## config.mk

```make
export PLATFORM = sky130hd
export DESIGN_NAME = esc_pwm_decoder
export DESIGN_NICKNAME = d
export VERILOG_FILES = /design/src/rtl/esc_pwm_decoder.sv
export SDC_FILE = /design/constraint.sdc
export NUM_CORES = 1
export LEC_CHECK = 0
export BUFFER_PORTS_ARGS = -buffer_cell sky130_fd_sc_hd__buf_2
export CAP_MARGIN = 20
export CORE_UTILIZATION = 55
export CTS_CLUSTER_DIAMETER = 200
export DETAILED_ROUTE_END_ITERATION = 12
export PLACE_DENSITY_LB_ADDON = 0.2
export SYNTH_ARGS = -nofsm -noshare
export SYNTH_HDL_FRONTEND = slang
export SYNTH_SLANG_ARGS = --single-unit
```

## constraint.sdc

```tcl
create_clock -name clk -period 5.6 [get_ports clk]
set_input_delay 0.56 -clock clk [delete_from_list [all_inputs] [get_ports clk]]
set_output_delay 0.56 -clock clk [all_outputs]
set_load 0.02 [all_outputs]
```

## src/rtl/esc_pwm_decoder.sv

```systemverilog
// esc_pwm_decoder: measures the high time of one ESC PWM line and recovers the
// 11-bit SPEED that produced it (pulse = MIN_PULSE + SCALE*SPEED clocks).
// A timeout counter flags the line as stale when no rising edge arrives.
module esc_pwm_decoder #(
    parameter int MIN_PULSE = 50000,
    parameter int SCALE     = 3,
    parameter int CNT_W     = 17,
    parameter int TIMEOUT   = 2097152
) (
    input  logic        clk,
    input  logic        rst,
    input  logic        pwm_in,
    output logic [10:0] speed,
    output logic        vld,
    output logic        rng_err,
    output logic        stale
);

    // Divider datapath is wide enough to hold the excess and SCALE<<10.
    localparam int DW = CNT_W + 12;
    // The timeout counter must be able to reach TIMEOUT itself.
    localparam int TW = $clog2(TIMEOUT + 1);

    localparam logic [DW-1:0] MIN_X   = DW'(MIN_PULSE);
    localparam logic [DW-1:0] SPAN_X  = DW'(SCALE * 2048);
    localparam logic [DW-1:0] DVS_TOP = DW'(SCALE * 1024);
    localparam logic [TW-1:0] TO_LIM  = TW'(TIMEOUT);

    typedef enum logic [1:0] {IDLE, HIGH, CHK, DIV} state_t;

    logic             sync1_q, sync2_q, prev_q;
    logic             rise, fall;
    state_t           state_q, state_d;
    logic [CNT_W-1:0] width_q, width_d;
    logic [DW-1:0]    rem_q, rem_d;
    logic [DW-1:0]    dvs_q, dvs_d;
    logic [9:0]       quo_q, quo_d;
    logic [3:0]       bit_q, bit_d;
    logic             err_q, err_d;
    logic             ovr_q, ovr_d;
    logic [10:0]      speed_q, speed_d;
    logic             vld_q, vld_d;
    logic             rng_err_q, rng_err_d;
    logic [TW-1:0]    to_cnt_q, to_cnt_d;
    logic [DW-1:0]    width_x, excess;
    logic             q_bit;

    // Two-flop synchronizer plus edge-detect history, reset high so a pulse
    // already in progress at reset release never produces a rising edge.
    // NOTE: sequential state uses non-blocking (<=) so every flop samples the
    // pre-edge value of its neighbours, exactly like the real register chain.
    always_ff @(posedge clk or posedge rst) begin
        if (rst) begin
            sync1_q <= 1'b1;
            sync2_q <= 1'b1;
            prev_q  <= 1'b1;
        end else begin
            sync1_q <= pwm_in;
            sync2_q <= sync1_q;
            prev_q  <= sync2_q;
        end
    end

    assign rise = sync2_q & ~prev_q;
    assign fall = ~sync2_q & prev_q;

    // Next-state logic: pulse measurement, range check and 11-step restoring divide.
    // NOTE: every signal driven here gets a default first, otherwise paths that
    // do not assign it would infer a latch.
    always_comb begin
        state_d   = state_q;
        width_d   = width_q;
        rem_d     = rem_q;
        dvs_d     = dvs_q;
        quo_d     = quo_q;
        bit_d     = bit_q;
        err_d     = err_q;
        ovr_d     = ovr_q;
        speed_d   = speed_q;
        rng_err_d = rng_err_q;
        vld_d     = 1'b0;
        q_bit     = 1'b0;

        width_x = {{(DW - CNT_W){1'b0}}, width_q};
        excess  = width_x - MIN_X;

        // Any synced rise restarts the timeout window, whatever the FSM is doing.
        if (rise) begin
            to_cnt_d = '0;
        end else if (to_cnt_q == '1) begin
            to_cnt_d = to_cnt_q;
        end else begin
            to_cnt_d = to_cnt_q + TW'(1);
        end

        case (state_q)
            IDLE: begin
                // The cycle that shows the rise is itself a high sample.
                if (rise) begin
                    width_d = CNT_W'(1);
                    state_d = HIGH;
                end
            end
            HIGH: begin
                if (fall) begin
                    state_d = CHK;
                end else if (sync2_q && (width_q != '1)) begin
                    width_d = width_q + CNT_W'(1);
                end
            end
            CHK: begin
                // Out-of-range widths divide zero so the latency stays fixed.
                bit_d   = '0;
                quo_d   = '0;
                dvs_d   = DVS_TOP;
                err_d   = 1'b0;
                ovr_d   = 1'b0;
                rem_d   = excess;
                state_d = DIV;
                if (width_x < MIN_X) begin
                    err_d = 1'b1;
                    rem_d = '0;
                end else if ((excess >= SPAN_X) || (width_q == '1)) begin
                    err_d = 1'b1;
                    ovr_d = 1'b1;
                    rem_d = '0;
                end
            end
            DIV: begin
                // Trial-subtract SCALE<<i for i = 10 down to 0; keep it if it fits.
                if (rem_q >= dvs_q) begin
                    rem_d = rem_q - dvs_q;
                    q_bit = 1'b1;
                end
                quo_d = {quo_q[8:0], q_bit};
                dvs_d = dvs_q >> 1;
                bit_d = bit_q + 4'd1;
                if (bit_q == 4'd10) begin
                    state_d   = IDLE;
                    vld_d     = 1'b1;
                    rng_err_d = err_q;
                    speed_d   = err_q ? {11{ovr_q}} : {quo_q, q_bit};
                end
            end
            default: state_d = IDLE;
        endcase
    end

    // State and datapath registers; the timeout counter starts saturated so
    // the line reads stale until the first rising edge.
    always_ff @(posedge clk or posedge rst) begin
        if (rst) begin
            state_q   <= IDLE;
            width_q   <= '0;
            rem_q     <= '0;
            dvs_q     <= '0;
            quo_q     <= '0;
            bit_q     <= '0;
            err_q     <= 1'b0;
            ovr_q     <= 1'b0;
            speed_q   <= '0;
            vld_q     <= 1'b0;
            rng_err_q <= 1'b0;
            to_cnt_q  <= '1;
        end else begin
            state_q   <= state_d;
            width_q   <= width_d;
            rem_q     <= rem_d;
            dvs_q     <= dvs_d;
            quo_q     <= quo_d;
            bit_q     <= bit_d;
            err_q     <= err_d;
            ovr_q     <= ovr_d;
            speed_q   <= speed_d;
            vld_q     <= vld_d;
            rng_err_q <= rng_err_d;
            to_cnt_q  <= to_cnt_d;
        end
    end

    assign speed   = speed_q;
    assign vld     = vld_q;
    assign rng_err = rng_err_q;
    assign stale   = (to_cnt_q >= TO_LIM);

endmodule

```

==> reports/qor.yml <==
tritoncts: "yes"
cts.reportedPaths.clkPinSlew_ps: 60
mostFrequentLayoutCell: "sky130_fd_sc_hd__nand2_1"
failing_checks: "design-rule violations"
starting_density_of_the_core_pct: 57.3
period_minus_slack_ps: 3180
detailedRoute.firstIterationViolations: 377
min_delay_path_class: "in -> async"
drv_slew: 0
power_frac_seq_pct: 28.2
cts_setup_buffers: 0
finalWirelength_um: 15000
yosysUniqueCellTypes: 70
power_leakage_nw: 3.17
drt_drc_violations_left: 2
power.clock.fraction_pct: 24.6
cp_max_fo: 17
grt_pass1_vias: 5350
startpoint_types: "register"
synthDominantCellAreaShare_pct: 33.5
async_reset_ff_share_pct: 100
via_per_inst: 6.10
report.final.setup_viol: 0
slew_headroom_pct: 36.4
synth_area_per_cell_um2: 9.05
synth_area_leader_cell: "sky130_fd_sc_hd__dfrtp_1"
die-height_um: 112
die_span_x_um: 112
place.gp.congestion: 0.892
cts-buffers-inserted: 17
fin_skew_ps: 7.07
post_route_cells_drive_above_1_share_pct: 13.4
drt_first_pass_iters: 11
cpMaxStageDelayCell: "sky130_fd_sc_hd__a2111oi_4"
finalNetCount: 764
tritoncts_num_sinks: 114
routed-via-count: 5433
grt_remaining_overflow: 0
outcome: "finished, violations left"
place.port_buffers: 16
global_route_wire_length_before_repair_um: 25900
crit_path_cell_trace: "inv_1 -> ha_1 -> a21oi_1 -> o21ai_1 -> a2111oi_4 -> nand4_2 -> nand2_4 -> mux2_1"
dieArea_um2: 12500
worst-endpoint-arrival_ps: 3470
mostFrequentLayoutCells: "sky130_fd_sc_hd__nand2_1 (92), sky130_fd_sc_hd__dfrtp_1 (89), sky130_fd_sc_hd__nor2_1 (63)"
post_synth_inst_count: 736
placedCellCount: 859
antennaDiodeCount: 0
rsz0062_at_grt: "no"
cts_resized: 0
synth-seq-area-share_pct: 43.3
fin_setup_tns_ps: 0
post_synth_edffs: 0
antenna_found_initial: 0
clock_latency_on_the_worst_skew_pair_ps: 410
yosysWarnings: 0
clock-root-buffer: "sky130_fd_sc_hd__clkbuf_16"
finalHoldViolCount: 0
worstMarginPinSlew_ps: 948
cts_max_path_buffers: 2
power.combinational.fraction_pct: 47.2
timing_worst_setup_path_type: "reg -> reg"
cp-end-kind: "register"
drt-wirelength-per-cell_um: 16.8
max-cap-violations: 0
core_um2: 11600
max_freq_mhz: 315
dp.final_hpwl_um: 10300
postSynthRegisterBits: 114
timing.critical_path.slowest_cell_delay_ps: 630
mappedNetlistArea_um2: 6660
syn2layout_area_growth_pct: 10.7
pin_count_of_the_biggest_net_entering_global_routing: 74
grtUsageTotal_pct: 25.9
syn_nets: 765
vdd_ir_drop_max_v: 0.000318
boundaryPins: 17
p_int_mw: 2.36
dominantRegCellSynth: "sky130_fd_sc_hd__dfrtp_1"
floorplan.rows: 39
netlist_top_cells_area: "sky130_fd_sc_hd__dfrtp_1 (33%), sky130_fd_sc_hd__dfstp_2 (9.9%), sky130_fd_sc_hd__nand2_1 (5.2%)"
ant_nets: 0
htreeDepth: 4
switching_part_of_the_total_pct: 43.6
cts_hold_buffers: 0
stdcell_count: 891
power.density_cell_area_nw_per_um2: 567
power.switching_mw: 1.82
critical_path_required_ps: 5890
finalCritPeriodShare_pct: 56.8
worst max-delay path: cells and delay by family, from the launching register on:
| kind | cells | cell delay, ps |
|---|---|---|
| compound gates | 3 | 1040 |
| fa+ha+maj | 1 | 360 |
| buf+inv | 1 | 70 |
| flops | 1 | 350 |
| mux | 1 | 350 |
| simple gates | 2 | 880 |
power groups by stage:
stage	combinational (mW)	sequential (mW)	clock [mW]
2_1_floorplan	1.54	1.13	0
3_3_place_gp	1.87	1.18	0
3_5_place_dp	1.94	1.19	0
4_1_cts	1.96	1.18	1.04
5_1_grt	2.18	1.20	1.08
6_report	1.97	1.18	1.03
registers in the layout (all words and copies together) (netlist names):
register and count:
rng_err 1, ovr_q 1, vld 1, sync1_q 1
quo_q 10, rem_q 29, state_q 2, dvs_q 12
err_q 1, to_cnt_q 22, sync2_q 1, speed 11
bit_q 4, width_q 17, prev_q 1
Yosys cell counts (12+ instances only):
library cell,n
sky130_fd_sc_hd__nand2_1,92
sky130_fd_sc_hd__inv_1,38
sky130_fd_sc_hd__a21oi_1,52
sky130_fd_sc_hd__nand2b_1,13
sky130_fd_sc_hd__dfstp_2,25
sky130_fd_sc_hd__o21ai_0,45
sky130_fd_sc_hd__clkbuf_1,35
sky130_fd_sc_hd__a31oi_1,14
sky130_fd_sc_hd__nor3_1,18
sky130_fd_sc_hd__or3_1,12
sky130_fd_sc_hd__nor2_1,63
sky130_fd_sc_hd__xor2_1,17
sky130_fd_sc_hd__nand4_1,21
sky130_fd_sc_hd__ha_1,25
sky130_fd_sc_hd__dfrtp_1,89
sky130_fd_sc_hd__xnor2_1,20
sky130_fd_sc_hd__nand3_1,14
cell type report:
cell class                      instances  area, um2
Sequential cell                       114       2880
Clock buffer                           18        439
Clock inverter                         14        134
Inverter                               38        145
Timing Repair Buffer                   22        125
Fill cell                             963       4240
Tap cell                              143        179
Multi-Input combinational cell        542       3470
worst paths after layout:
check,from,end,slack (ps),cells past startpoint
setup / recovery,dvs_q[8],rem_q[9],2420,8
hold / removal,rst,state_q[0],200,2
setup reg to reg,dvs_q[8],rem_q[9],2420,8
hold reg to reg,sync1_q,sync2_q,360,0
max in group asynchronous,rst,rem_q[20],4090,3
min in group clk,pwm_in,sync1_q,250,1
cell families (layout without fill, tap and decap cells):
| kind of cell | Yosys count | count (layout) | share of synthesized area, % |
|---|---|---|---|
| and+or+nand+nor | 277 | 277 | 20.8 |
| AOI/OAI and AO/OA | 187 | 187 | 18.9 |
| DFF | 114 | 114 | 43.3 |
| buffers and inverters | 80 | 92 | 4.72 |
| xor gates and xnor gates | 37 | 37 | 4.87 |
| adders and majority gates | 26 | 26 | 5.00 |
| muxes | 15 | 15 | 2.41 |
routing by layer:
layer,global-route usage [%],routed length [um]
met1,33.9,7050
met2,41.7,7130
met3,6.75,554
met4,9.16,254
met5,0,0
per-stage QoR:
| stage | instance area [um2] | util, % | total power [mW] | hold slack (ps) | worst slack (ps) |
|---|---|---|---|---|---|
| after floorplan | 6660 | - | 2.67 | 345 | 2070 |
| after global placement | 6800 | 58.5 | 3.05 | 347 | 2450 |
| after detailed placement | 6800 | 58.6 | 3.13 | 348 | 2490 |
| after CTS | 7370 | 63.5 | 4.17 | 201 | 2470 |
| after global routing | 7370 | 63.5 | 4.47 | 230 | 2280 |
| final | 7370 | 63.5 | 4.18 | 198 | 2420 |
Note: power is estimated with default switching activity, not from simulation.
